File: config.mk
export PLATFORM = sky130hd
export DESIGN_NAME = mem_arbiter
export DESIGN_NICKNAME = d
export VERILOG_FILES = /design/src/rtl/mem_arbiter.sv
export SDC_FILE = /design/constraint.sdc
export NUM_CORES = 1
export LEC_CHECK = 0
export BUFFER_PORTS_ARGS = -buffer_cell sky130_fd_sc_hd__buf_2
export CAP_MARGIN = 10
export CELL_PAD_IN_SITES_DETAIL_PLACEMENT = 1
export CELL_PAD_IN_SITES_GLOBAL_PLACEMENT = 1
export CORE_MARGIN = 2
export CORE_UTILIZATION = 32
export DETAILED_ROUTE_END_ITERATION = 6
export HOLD_SLACK_MARGIN = 0.06
export PLACE_DENSITY_LB_ADDON = 0.1
export SYNTH_ARGS = -nofsm -noshare
export SYNTH_HDL_FRONTEND = slang
export SYNTH_SLANG_ARGS = --single-unit
export TNS_END_PERCENT = 20
File: constraint.sdc
create_clock -name clk -period 1.9 [get_ports clk]
set_clock_uncertainty 0.2 [all_clocks]
set_input_delay 0.19 -clock clk [delete_from_list [all_inputs] [get_ports clk]]
set_output_delay 0.19 -clock clk [all_outputs]
set_load 0.01 [all_outputs]
File: src/rtl/mem_arbiter.sv
// mem_arbiter: shares one word-wide, single-port memory between an instruction
// fetch port and a data port. Sub-word stores become a read cycle followed by
// a merge-and-write cycle, so the memory never needs byte enables.
//
// Handshake: a port raises *_req and holds its request fields stable until it
// sees *_gnt, which is combinational and only asserted in IDLE. A request is
// accepted in the cycle where req && gnt. A load or fetch then returns data
// one cycle later, flagged by a one-cycle *_rvalid. A store reports completion
// with a one-cycle d_wdone. A request dropped before its grant has no effect.
module mem_arbiter #(
  parameter int RR = 1,
  parameter int AW = 32
) (
  input  logic          clk,
  input  logic          reset,
  input  logic          i_req,
  input  logic [AW-1:0] i_addr,
  output logic          i_gnt,
  output logic          i_rvalid,
  output logic [31:0]   i_rdata,
  input  logic          d_req,
  input  logic          d_we,
  input  logic [3:0]    d_be,
  input  logic [AW-1:0] d_addr,
  input  logic [31:0]   d_wdata,
  output logic          d_gnt,
  output logic          d_rvalid,
  output logic [31:0]   d_rdata,
  output logic          d_wdone,
  output logic [AW-1:0] mem_A,
  output logic [31:0]   mem_WD,
  output logic          mem_MemWrite,
  input  logic [31:0]   mem_RD
);

  typedef enum logic [0:0] {
    ST_IDLE = 1'b0,
    ST_RMW  = 1'b1
  } state_t;

  state_t        state_q, state_d;
  // 0: fetch port was granted last, 1: data port was granted last
  logic          rr_last_q, rr_last_d;
  logic          i_rvalid_q, i_rvalid_d;
  logic          d_rvalid_q, d_rvalid_d;
  logic          d_wdone_q, d_wdone_d;
  logic [AW-1:0] rmw_addr_q, rmw_addr_d;
  logic [3:0]    rmw_be_q, rmw_be_d;
  logic [31:0]   rmw_wdata_q, rmw_wdata_d;
  logic          pick_d;
  logic [31:0]   merged;

  // Read data is a straight copy of the memory output; rvalid qualifies it.
  assign i_rdata  = mem_RD;
  assign d_rdata  = mem_RD;
  assign i_rvalid = i_rvalid_q;
  assign d_rvalid = d_rvalid_q;
  assign d_wdone  = d_wdone_q;

  // State, arbitration history, response pulses and the latched partial store.
  always_ff @(posedge clk) begin
    if (reset) begin
      state_q     <= ST_IDLE;
      rr_last_q   <= 1'b0;
      i_rvalid_q  <= 1'b0;
      d_rvalid_q  <= 1'b0;
      d_wdone_q   <= 1'b0;
      rmw_addr_q  <= '0;
      rmw_be_q    <= '0;
      rmw_wdata_q <= '0;
    end else begin
      state_q     <= state_d;
      rr_last_q   <= rr_last_d;
      i_rvalid_q  <= i_rvalid_d;
      d_rvalid_q  <= d_rvalid_d;
      d_wdone_q   <= d_wdone_d;
      rmw_addr_q  <= rmw_addr_d;
      rmw_be_q    <= rmw_be_d;
      rmw_wdata_q <= rmw_wdata_d;
    end
  end

  // Byte-lane merge of latched store data over the word read in the previous cycle.
  always_comb begin
    merged = mem_RD;
    for (int n = 0; n < 4; n++) begin
      if (rmw_be_q[n]) merged[8*n +: 8] = rmw_wdata_q[8*n +: 8];
    end
  end

  // Arbitration, memory command and next-state. Everything is held quiet while
  // reset is high so an aborted read-modify-write can never reach the memory.
  always_comb begin
    state_d      = state_q;
    rr_last_d    = rr_last_q;
    i_rvalid_d   = 1'b0;
    d_rvalid_d   = 1'b0;
    d_wdone_d    = 1'b0;
    rmw_addr_d   = rmw_addr_q;
    rmw_be_d     = rmw_be_q;
    rmw_wdata_d  = rmw_wdata_q;
    i_gnt        = 1'b0;
    d_gnt        = 1'b0;
    mem_A        = '0;
    mem_WD       = '0;
    mem_MemWrite = 1'b0;
    // Data wins when alone, under fixed priority, or when fetch went last.
    pick_d       = d_req && (!i_req || (RR == 0) || !rr_last_q);

    if (!reset) begin
      case (state_q)
        ST_IDLE: begin
          if (pick_d) begin
            d_gnt     = 1'b1;
            rr_last_d = 1'b1;
            mem_A     = d_addr;
            if (d_we) begin
              if (d_be == 4'hF) begin
                mem_WD       = d_wdata;
                mem_MemWrite = 1'b1;
                d_wdone_d    = 1'b1;
              end else if (d_be == 4'h0) begin
                d_wdone_d = 1'b1;
              end else begin
                // Read the old word now, merge and write it next cycle.
                rmw_addr_d  = d_addr;
                rmw_be_d    = d_be;
                rmw_wdata_d = d_wdata;
                state_d     = ST_RMW;
              end
            end else begin
              d_rvalid_d = 1'b1;
            end
          end else if (i_req) begin
            i_gnt      = 1'b1;
            rr_last_d  = 1'b0;
            mem_A      = i_addr;
            i_rvalid_d = 1'b1;
          end
        end
        ST_RMW: begin
          mem_A        = rmw_addr_q;
          mem_WD       = merged;
          mem_MemWrite = 1'b1;
          d_wdone_d    = 1'b1;
          state_d      = ST_IDLE;
        end
        default: state_d = ST_IDLE;
      endcase
    end
  end

endmodule

======== Word-level counts from Yosys, hierarchy flattened ========
Cells that the tools add are included.
word-level totals
  flip-flop bits (word level) ............. 73
  bits of input ports ..................... 137
  logic and storage cells ................. 60
operators by class
  equality and inequality tests ........... 1
  multiplexer cells ....................... 38
  bitwise operators ....................... 4
  reductions and logical operators ........ 9
operator list
  operator                                    count
  two-way mux 32 bit                          7
  case mux 32 bit (2 select lines)            2
  two-way mux 8 bit                           4
  two-way mux 1 bit                           22
  case mux 1 bit (2 select lines)             3
  AND reduction 5 bit                         1
  equality test 4 bit, second input constant  1
  zero test 4 bit                             1
  inverter 1 bit                              4
  OR reduction 3 bit                          1
  zero test 1 bit                             2
  AND reduction 2 bit                         1
  nonzero test 2 bit                          1
  logical AND 1 bit                           1
  logical OR 1 bit                            1

======== Depth between registers and ports, before layout ========
  word-level depth ........................ 6
  mapped depth ............................ 6
  mapped depth without buffers ............ 4

======== Least setup slack after synthesis ========
No wires, ideal clock.
  path kind ............................... flip-flop to output port
  from .................................... reg state_q
  to ...................................... out mem_A[10]
  data arrival time ....................... 1.398 ns
  slack ................................... 0.112 ns
  cell stages (with the launch flop) ...... 6
  cell sequence ........................... dfxtp_1 buf_2 nor4b_2 clkbuf_1 a222oi_1 inv_1
on the way
  cells in the longest elaborated chain, start to end .. 3
ends and longest elaborated chain
  element                             line  RTL
  start: declaration                  41    state_t state_q, state_d;
  start signal: assignment            72    state_q <= state_d;
  inverter 1 bit (no line)            n/a
  case mux 32 bit (2 select lines) *  111   case (state_q)
  two-way mux 32 bit *                110   if (!reset) begin
  end: declaration                    30    output logic [AW-1:0] mem_A,
Mark *: on every way between the ends. The rest lies on a longest branch, timed or not.

======== Final worst setup path ========
  from .................................... reg state_q
  to ...................................... out mem_A[27]
The elaborated chain is that of the path after synthesis.

==> impl_metrics.ini <==
[global_routing]
grt_max_degree = 148
grt_pass1_vias = 5221
grt_use_total_pct = 18.8
antenna_found_initial = 3
overflow = 0
grt_pass1_wl_microns = 25500

[floorplanning]
die_area_sq_mm = 0.0172
start_util_pct = 32.6
die_w_microns = 131
rows = 46
core_area_sq_mm = 0.0158
chipHeight_microns = 131
io_pins = 271

[synth]
yosysWarnings = 0
yosysTopAreaCell = dfxtp_1
ys_seq_elements = 73
synth_edf_count = 0
syn_avg_cell_area_sq_um = 8.52
synth_nets = 743
synth_top_area_share_pct = 28.3
synthArstFlopShare_pct = 0
netlist_area_sq_mm = 0.00516
synth_area_leaders = dfxtp_1 (28%), nand2b_1 (16%), mux2i_1 (13%)
synth-seq-area-share_pct = 28.3
syn_inst = 606
ys_types = 24
ys.flop_type = dfxtp_1

[sta]
min_period_ps = 2190
timing.setup.tns_ps = -14560
finalCritPeriodShare_pct = 115
setup_violations = 66
fin_ws_ps = -291
hold_viol_final = 0
fmax_mhz = 456
final-max-slew-violation-count = 0
relSlewSlack_pct = 61.3
rsz0062_at_grt = true
hold_slack_ps = 68.6
tightest_slew_ps = 581

[worst_hold_path]
hold_class = in -> reg

[clock_tree]
cts_max_path_buffers = 2
h-tree-depth = 3
cts_tree = built
cts-root-buf = clkbuf_16
cts_made_buffers = 9
cts.clk_slew.worst_paths_ps = 60
numClockSinks = 73
clock_latency_ps = 340

[routing]
antenna_left = 0
wire_per_inst_microns = 15.6
wirelength_microns = 17000
num_vias = 5195
drt_pass1_iterations = 5
routed_via_density = 4.78
first_iter_violations = 277
drc = 0

[worst_setup_path]
crit_path_cell_trace = buf_12, nor3_4, buf_4, a222oi_1, inv_1, buf_6
crit_path_start_kind = flip-flop
worst-path-buf-inv = 4
cpLargestDelayFamily = buffers and inverters
cp.required_ps = 1510
crit_arrival_ps = 1800
critical_path_class = reg -> out
timing.critical_path.slowest_stage_cell = a222oi_1
crit_fanout = 24
end_kind = primary output
max_stage_delay_ps = 400

[status]
failed_checks = setup timing
status = finished with violations

[final_layout]
nets = 1001
postLayoutCellArea_sq_mm = 0.00762
drive_above_1_share_pct = 42.1
area_growth_pct = 47.6
postLayoutCoreUtil_pct = 48.1
finalNonFillerCells = 1087
fillers = 1934

[pwr]
peakVddDrop_v = 0.000367
power.total_mw = 4.74
pwr_density_cell_mw_per_mm2 = 623
static-leakage-power_nw = 3.44

[placement]
dp_cells = 991
gp_congestion = 0.743
place_area_sq_mm = 0.00628
io_buffer_count = 270
pre_cts_slack_ps = -379
hpwl_microns = 11300

[run]
drv_cap = 0
-- layer usage --
layer | GRT usage, % | up-vias | part of all wire, %
met1 | 21.4 | 2471 | 40
li1 | - | 2524 | -
met5 | 0 | - | 0.088
met4 | 6.38 | 2 | 1.5
met3 | 4.11 | 20 | 6.3
met2 | 34.6 | 178 | 52
-- worst reg2reg max path, delay by kind of cell, from the launching register on --
family | cells | cell delay, ps
flip-flops | 1 | 370
AND/OR/NAND/NOR | 1 | 300
multiplexers | 1 | 270
buffers and inverters | 2 | 580
-- cells in the final DEF, fill, tap and decap left out, drive strengths merged, types with 3 or more instances in the layout --
cell           n
mux2i         68
nor2b          4
buf          286
inv           33
dfxtp         73
a222oi        32
nor3           3
dlygate4sd3   72
clkbuf        12
nor2           5
a21oi         33
nand3b        32
mux2          32
nand2         34
bufinv         3
nand2b       136
-- registers in the layout, summed over array words and instances, names as in the netlist --
| signal | flops |
|---|---|
| d_rvalid | 1 |
| d_wdone | 1 |
| state_q | 1 |
| i_rvalid | 1 |
| rr_last_q | 1 |
| rmw_addr_q | 32 |
| rmw_be_q | 4 |
| rmw_wdata_q | 32 |
-- Yosys cell counts, types with 5 or more instances --
master	number
a222oi_1	32
dfxtp_1	73
nand3b_1	32
nor2_1	5
mux2_2	32
clkbuf_1	36
buf_4	64
buf_2	8
nand2b_1	136
mux2i_1	68
a21oi_1	33
inv_1	33
nand2_1	34
-- timing repair --
| item | CTS | global route |
|---|---|---|
| pin swaps | 21 | 13 |
| buffers inserted | 2 | 0 |
| resized for setup | 21 | 24 |
| cloned | 3 | 1 |
| endpoints found under the setup margin | 67 | 70 |
| hold endpoints to repair | 71 | 0 |
| hold buffers | 72 | 0 |
-- where the power goes --
group	internal [mW]	switching [mW]
clock	1.32	0.673
sequential	1.61	0.0603
combinational	0.582	0.499
total	3.51	1.23
-- layout make-up --
type / instances / area [sq um] / share of cell area (%)
Antenna cell: 2 / 5.00 / 0.0657
Clock buffer: 11 / 243 / 3.19
Clock inverter: 5 / 103 / 1.35
Inverter: 33 / 124 / 1.63
Multi-Input combinational cell: 387 / 3010 / 39.6
Sequential cell: 73 / 1470 / 19.2
Tap cell: 216 / 270 / 3.55
Timing Repair Buffer: 360 / 2390 / 31.4
-- final timing paths --
| path | endpoint | from | depth (start not counted) | slack, ps |
|---|---|---|---|---|
| max | mem_A[27] | state_q | 6 | -290 |
| min | state_q | i_req | 4 | 70 |
| max reg2reg | rmw_wdata_q[5] | state_q | 4 | 120 |
| min reg2reg | rmw_wdata_q[30] | rmw_wdata_q[30] | 2 | 270 |
-- cell families after synthesis --
kind of cell | Yosys count | share of synthesized area, %
AO/OA/AOI/OAI | 67 | 9.72
buffers and inverters | 147 | 16.0
AND/OR/NAND/NOR | 219 | 25.8
flip-flops | 73 | 28.3
multiplexers | 100 | 20.2
(Power assumes the default switching activity.)
